File: config.mk
export PLATFORM = sky130hd
export DESIGN_NAME = sipo_rx_ctrl
export DESIGN_NICKNAME = d
export VERILOG_FILES = /design/src/rtl/sipo_rx_ctrl.sv
export SDC_FILE = /design/constraint.sdc
export NUM_CORES = 1
export LEC_CHECK = 0
export ABC_CLOCK_PERIOD_IN_PS = 1500
export CORE_MARGIN = 2
export CORE_UTILIZATION = 38
export DETAILED_ROUTE_END_ITERATION = 10
export GPL_TIMING_DRIVEN = 0
export PLACE_DENSITY = 0.83
export SYNTH_ARGS = -nofsm -noshare
export SYNTH_HDL_FRONTEND = slang
export SYNTH_SLANG_ARGS = --single-unit
File: constraint.sdc
create_clock -name clk -period 1.5 [get_ports clk]
set_clock_uncertainty 0.2 [all_clocks]
set_input_delay 0.3 -clock clk [delete_from_list [all_inputs] [get_ports clk]]
set_output_delay 0.3 -clock clk [all_outputs]
set_load 0.1 [all_outputs]
File: src/rtl/sipo_rx_ctrl.sv
// Frame controller for a one-bit-per-clock serial line feeding an N-bit SIPO.
// Optional even-parity checking is compiled in with `define SIPO_RX_PARITY_EN.
module sipo_rx_ctrl #(
  parameter int N = 8
) (
  input  logic         clk,
  input  logic         rst,
  input  logic         sin,
  input  logic [N-1:0] sipo_pout,
  output logic         sipo_shift_en,
  output logic [N-1:0] word,
  output logic         word_valid,
  input  logic         word_ready,
  output logic         frame_err,
  output logic         overrun,
  output logic         busy,
  output logic [1:0]   state_dbg
);

  // Handshake: word is held stable while word_valid is high; a transfer
  // completes on any rising edge where word_valid && word_ready.

  localparam int CW = (N > 1) ? $clog2(N) : 1;
  localparam logic [CW-1:0] LAST_BIT = CW'(N - 1);

  typedef enum logic [1:0] {
    IDLE   = 2'd0,
    DATA   = 2'd1,
    PARITY = 2'd2,
    STOP   = 2'd3
  } state_t;

  state_t        state, next_state;
  logic [CW-1:0] bit_cnt;
  logic          parity_ok;
  logic          good;
  logic          load;

`ifdef SIPO_RX_PARITY_EN
  logic parity_acc;
  logic parity_ok_q;
  assign parity_ok = parity_ok_q;
`else
  assign parity_ok = 1'b1;
`endif

  assign good = (state == STOP) && sin && parity_ok;
  // A good frame may replace a word that is being consumed on the same edge.
  assign load = good && (!word_valid || word_ready);

  always_comb begin
    next_state    = state;
    sipo_shift_en = (state == DATA);
    busy          = (state != IDLE);
    state_dbg     = state;
    case (state)
      IDLE: if (!sin) next_state = DATA;
      DATA: begin
        if (bit_cnt == LAST_BIT) begin
`ifdef SIPO_RX_PARITY_EN
          next_state = PARITY;
`else
          next_state = STOP;
`endif
        end
      end
      PARITY:  next_state = STOP;
      STOP:    next_state = IDLE;
      default: next_state = IDLE;
    endcase
  end

  always_ff @(posedge clk or posedge rst) begin
    if (rst) begin
      state       <= IDLE;
      bit_cnt     <= '0;
      word        <= '0;
      word_valid  <= 1'b0;
      frame_err   <= 1'b0;
      overrun     <= 1'b0;
`ifdef SIPO_RX_PARITY_EN
      parity_acc  <= 1'b0;
      parity_ok_q <= 1'b0;
`endif
    end else begin
      state     <= next_state;
      frame_err <= (state == STOP) && !good;
      overrun   <= good && !load;
      case (state)
        IDLE: begin
          bit_cnt <= '0;
`ifdef SIPO_RX_PARITY_EN
          parity_acc <= 1'b0;
`endif
        end
        DATA: begin
          bit_cnt <= bit_cnt + 1'b1;
`ifdef SIPO_RX_PARITY_EN
          parity_acc <= parity_acc ^ sin;
`endif
        end
`ifdef SIPO_RX_PARITY_EN
        // Even parity: data bits plus parity bit must XOR to zero.
        PARITY: parity_ok_q <= ~(parity_acc ^ sin);
`endif
        default: ;
      endcase
      if (load) begin
        word       <= sipo_pout;
        word_valid <= 1'b1;
      end else if (word_valid && word_ready) begin
        word_valid <= 1'b0;
      end
    end
  end

endmodule

==> results of run 1 <==
## final cells by class
| cell class | instances | share of cell area |
|---|---|---|
| sequential | 16 | 0.340 |
| timing repair buffer | 34 | 0.289 |
| multi-input combinational | 28 | 0.283 |
| clock buffer | 4 | 0.0301 |
| tap | 25 | 0.0260 |
| inverter | 5 | 0.0229 |
| buffer | 1 | 0.00936 |
## cell usage in the layout (no fill, tap or decap)
cell,count
buf_4,15
dfrtp_1,13
clkdlybuf4s50_1,11
mux2_4,10
buf_6,5
buf_12,4
nand2_1,3
ha_1,3
clkbuf_4,3
inv_4,2
inv_1,2
ha_4,2
dfrtp_4,2
nand2_2,1
nand2b_4,1
nor2b_4,1
nor2_4,1
clkinvlp_4,1
o21ai_1,1
nor2_1,1
nor2b_1,1
a22o_1,1
a22oi_2,1
mux2i_1,1
clkbuf_8,1
dfrtp_2,1
## what timing repair did
action / 4_1_cts / 5_1_grt
buffers inserted: 2 / 6
pin swaps: 2 / 1
setup endpoints to repair: 24 / 16
gates cloned: 0 / 0
hold buffers: 0 / 0
resized for setup: 95 / 16
## final timing paths
| check | to | from | depth (start not counted) |
|---|---|---|---|
| max in group asynchronous | state_dbg[1]$_DFFE_PP0P_ | rst | 2 |
| min in group clk | word[4]$_DFFE_PP0P_ | word[4]$_DFFE_PP0P_ | 1 |
| max reg2reg | state_dbg[1]$_DFFE_PP0P_ | state_dbg[0]$_DFFE_PP0P_ | 5 |
| min | bit_cnt[2]$_DFFE_PP0P_ | rst | 2 |
| max | busy | state_dbg[1]$_DFFE_PP0P_ | 4 |
| min reg2reg | word[4]$_DFFE_PP0P_ | word[4]$_DFFE_PP0P_ | 1 |
## layer usage
layer | track usage | wire length (um) | up-vias
li1 | - | - | 243
met1 | 0.155 | 654 | 234
met2 | 0.243 | 710 | 21
met3 | 0.0453 | 126 | 0
met4 | 0.0486 | 0 | 0
met5 | 0 | 0 | -
## flip-flops by register name (all words and copies together) (netlist names)
register / flops
state_dbg: 2
frame_err: 1
bit_cnt: 3
word: 8
overrun: 1
word_valid: 1
## through the flow
stage                     setup TNS (ns)  cell area (um^2)  utilization  hold slack, ns
after CTS                          -2.63              1100        0.624           0.199
after global placement            -10.77              1060        0.604           0.287
after detailed placement          -11.04              1060        0.604           0.292
final                              -2.71              1200        0.682           0.174
after global routing               -3.34              1200        0.682           0.232
after floorplan                    -4.35               773            -          0.0137
## cells by family (layout without fill, tap and decap cells)
kind of cell,after synthesis,after routing,share of synthesized area
AOI/OAI and AO/OA,3,3,0.0293
adders and majority gates,5,5,0.0862
buffers and inverters,6,44,0.0414
DFF,16,16,0.552
muxes,11,11,0.210
and+or+nand+nor,9,9,0.0810
## worst register-to-register path, stage by stage, from the launching register on
cell and delay, ns:
dfrtp_4 0.52, buf_6 0.14, ha_4 0.18, buf_6 0.12
a22oi_2 0.19, mux2_4 0.32
==> flow_summary.yaml, run 1 <==
status:
  status: "finished with violations"
  violations: "negative setup slack"
floorplan:
  num_io_pins: 27
  coreArea_um2: 1760
  start_util: 0.411
  die_height_um: 47.7
  dieArea_um2: 2280
  rows: 15
  die_x_um: 47.7
route:
  viasPerCell: 4.41
  wl_per_cell_um: 13.2
  drt_wl_total_um: 1490
  drtIter0Drc: 6
  remaining_drc_errors: 0
  drt_first_pass_iters: 4
  num_vias: 498
  ant_nets: 0
cells_and_area:
  regArea_um2: 409
  nets: 106
  drive_gt1_frac: 0.580
  fillCellCount: 153
  fin_cells: 113
  multi_input_area_um2: 340
  area_growth_pct: 65.9
  n_antenna_cell: 0
global_routing:
  grt_pass1_wl_um: 2130
  grt.total_usage: 0.138
  overflow: 0
  antenna_found_initial: 0
  grt_pass1_vias: 505
  grt_max_degree: 17
clock_tree:
  htree_levels: 1
  clock_latency_ns: 0.28
  ctsRootBufferMaster: "clkbuf_4"
  numCtsBuffers: 3
  cts_tree: "yes"
  clockBufferDepth: 2
  cts.clk_slew.worst_paths_ns: 0.10
  clock_sinks: 16
critical_path:
  cpMaxStageDelayCell: "dfrtp_4"
  worstPathMaxFanout: 3
  crit_type: "flip-flop to output pin"
  crit_path_start_kind: "flip-flop"
  required_ns: 1.00
  cpPeakStageDelay_ns: 0.51
  critPathCaptureType: "output pin"
  cp.arrival_ns: 1.30
  cp_top_family: "flip-flops"
  crit_chain: "inv_4 -> ha_4 -> clkinvlp_4 -> buf_12"
  rrSetupSlack_ns: -0.26
  path_buf_inv: 3
timing:
  finalMaxSlewViolations: 0
  max_freq_ghz: 0.556
  min_period_ns: 1.80
  timing.final.crit_share: 1.20
  hold_viol: 0
  setup_slack_ns: -0.299
  worst_pin_slew_ns: 0.593
  setup_viol: 14
  slew_headroom: 0.604
  rsz0062_at_grt: "yes"
synthesis:
  synthDistinctLibCells: 16
  synth_area_um2: 726
  yosysTopAreaCellShare: 0.552
  yosys-top-cells-area: "dfrtp_1 55%, mux2_4 17%, ha_1 8.6%"
  syn_avg_cell_area_um2: 14.5
  synth_top_flop_cell: "dfrtp_1"
  postSynthCellCount: 50
  yosysSeqAreaShare: 0.552
  synth_top_area_cell: "dfrtp_1"
  synth_commonest_cells: "16 x dfrtp_1, 8 x mux2_4, 5 x ha_1, 5 x inv_1, 3 x nand2_1"
  synth_seq_cells: 16
  yosys_warnings: 0
  synthArstFlopShare: 1.00
  syn_nets: 67
  synth-edff-count: 0
  synth_most_common_cell: "dfrtp_1"
placed_design:
  placed_cells: 101
  io_buffers: 26
  hpwl_um: 1010
  dp_slack_ns: -0.872
  gp_congestion: 0.627
job:
  drv_cap: 0
min_path:
  hold_path.class: "input pin to async pin"
Power of run 1 is not shown: default switching activity piles up to over one toggle a cycle in this logic, so the estimate is an artifact.
==> run 2: changes to the inputs <==
--- a/config.mk
+++ b/config.mk
@@ -10,6 +10,7 @@
 export CORE_UTILIZATION = 38
 export DETAILED_ROUTE_END_ITERATION = 10
 export GPL_TIMING_DRIVEN = 0
+export HOLD_SLACK_MARGIN = 0.06
 export PLACE_DENSITY = 0.83
 export SYNTH_ARGS = -nofsm -noshare
 export SYNTH_HDL_FRONTEND = slang
==> results of run 2 <==
Same layout as run 1: the final DEF is identical, and so are final timing and power.
Power of run 2 is left out for the same reason.
==> run 3: changes to the inputs <==
--- a/config.mk
+++ b/config.mk
@@ -5,6 +5,7 @@
 export SDC_FILE = /design/constraint.sdc
 export NUM_CORES = 1
 export LEC_CHECK = 0
+export ABC_AREA = 1
 export ABC_CLOCK_PERIOD_IN_PS = 1500
 export CORE_MARGIN = 2
 export CORE_UTILIZATION = 38
==> flow_summary.yaml, run 3 <==
floorplan:
  coreArea_um2: 1750
  die_x_um: 47.3
  dieArea_um2: 2240
  start_util: 0.409
  num_io_pins: 27
  rows: 15
  die_height_um: 47.3
cells_and_area:
  regMostFlops: "word"
  fin_cells: 140
  area_growth_pct: 67.0
  drive_gt1_frac: 0.374
  nets: 133
  layout_commonest_cell: "nand2_1"
  final_core_util: 0.682
  n_antenna_cell: 0
  final_area_um2: 1190
  most-common-layout-cells: "26 x nand2_1, 15 x buf_4, 13 x nand3_1, 13 x dfrtp_1, 11 x clkdlybuf4s50_1"
  largest_reg_flops: 8
status:
  status: "finished with violations"
  violations: "negative setup slack"
global_routing:
  grt_max_degree: 17
  overflow: 0
  grt_pass1_wl_um: 2380
  antenna_found_initial: 0
  grt_pass1_vias: 565
  grt.total_usage: 0.157
critical_path:
  required_ns: 1.00
  cpPeakStageDelay_ns: 0.52
  worstPathMaxFanout: 3
  crit_chain: "inv_4 -> ha_4 -> clkinvlp_4 -> buf_12"
  crit_path_start_kind: "flip-flop"
  critPathCaptureType: "output pin"
  cpMaxStageDelayCell: "dfrtp_4"
  crit_type: "flip-flop to output pin"
  cp.arrival_ns: 1.29
timing:
  slew_headroom: 0.600
  timing.final.crit_share: 1.20
  worst_pin_slew_ns: 0.600
  rsz0062_at_grt: "yes"
  finalMaxSlewViolations: 0
  max_freq_ghz: 0.558
  min_period_ns: 1.79
  setup_slack_ns: -0.293
  setup_tns_ns: -0.840
  hold_viol: 0
  setup_viol: 4
placed_design:
  place_area_um2: 1050
  placed_cells: 129
  hpwl_um: 1070
  io_buffers: 26
  gp_congestion: 0.705
synthesis:
  yosysTopAreaCellShare: 0.561
  synth_commonest_cells: "28 x nand2_1, 16 x dfrtp_1, 13 x nand3_1"
  syn_avg_cell_area_um2: 9.14
  synth_most_common_cell: "nand2_1"
  synth_area_um2: 713
  postSynthCellCount: 78
  yosys-top-cells-area: "dfrtp_1 56%, nand2_1 15%, nand3_1 9.1%"
  yosys_warnings: 0
  synth-edff-count: 0
  synth_top_flop_cell: "dfrtp_1"
  syn_nets: 95
  synthDistinctLibCells: 11
  synth_seq_cells: 16
  yosysSeqAreaShare: 0.561
  synthArstFlopShare: 1.00
  synth_top_area_cell: "dfrtp_1"
route:
  drt_wl_total_um: 1650
  drtIter0Drc: 6
  viasPerCell: 4.35
  ant_nets: 0
  drt_first_pass_iters: 4
  num_vias: 609
  wl_per_cell_um: 11.8
  remaining_drc_errors: 0
clock_tree:
  clock_latency_ns: 0.28
  clockBufferDepth: 2
  htree_levels: 1
  ctsRootBufferMaster: "clkbuf_4"
  numCtsBuffers: 3
  hold_buffers: 0
  cts_tree: "yes"
  cts.clk_slew.worst_paths_ns: 0.10
  clock_sinks: 16
job:
  drv_cap: 0
min_path:
  hold_path.class: "input pin to async pin"
==> run 3: kinds of logic (layout without fill, tap and decap cells) <==
| family | Yosys count | in the layout | synth area share |
|---|---|---|---|
| adders and majority gates | 5 | 5 | 0.0877 |
| buffers and inverters | 10 | 47 | 0.0614 |
| AOI/OAI and AO/OA | 1 | 1 | 0.00701 |
| DFF | 16 | 16 | 0.561 |
| and+or+nand+nor | 46 | 46 | 0.282 |
==> run 3: final timing paths <==
path,startpoint,endpoint,slack (ns),cells after the start
worst min-delay path,rst,bit_cnt[2]$_DFFE_PP0P_,0.19,2
worst min register to register,word[6]$_DFFE_PP0P_,word[6]$_DFFE_PP0P_,0.28,2
min in group clk,word[6]$_DFFE_PP0P_,word[6]$_DFFE_PP0P_,0.28,2
worst max register to register,state_dbg[0]$_DFFE_PP0P_,state_dbg[0]$_DFFE_PP0P_,0.05,7
max in group asynchronous,rst,state_dbg[0]$_DFFE_PP0P_,0.45,2
worst max-delay path,state_dbg[0]$_DFFE_PP0P_,busy,-0.29,4
==> run 3: cell type report <==
type | count | area (um^2)
buffer | 1 | 7.51
clock buffer | 4 | 36.3
fill | 146 | 554
inverter | 9 | 45.0
multi-input combinational | 52 | 322
sequential | 16 | 409
tap | 25 | 31.3
timing repair buffer | 33 | 340
==> run 3: repair_timing <==
action,CTS,global route
buffers inserted,4,3
setup endpoints to repair,15,12
pin swaps,1,2
gates resized for setup,99,15
==> run 3: through the flow <==
step / hold WS (ns) / setup slack, ns
6_report: 0.189 / -0.293
3_3_place_gp: 0.253 / -0.859
4_1_cts: 0.213 / -0.304
2_1_floorplan: 0.0137 / -0.425
5_1_grt: 0.251 / -0.341
3_5_place_dp: 0.258 / -0.865
==> run 3: metal layers <==
metal / track usage / wire length (um) / up-vias
met2: 0.262 / 825 / 23
met5: 0 / 0 / -
met3: 0.0462 / 130 / 0
li1: - / - / 316
met1: 0.188 / 693 / 270
met4: 0.0667 / 0 / 0
==> run 3: worst max-delay path: cells and delay by family, from the launching register on <==
kind | cells | cell delay (ns)
adders and majority gates | 1 | 0.14
buffers and inverters | 3 | 0.36
DFF | 1 | 0.52
Power of run 3 is left out for the same reason.
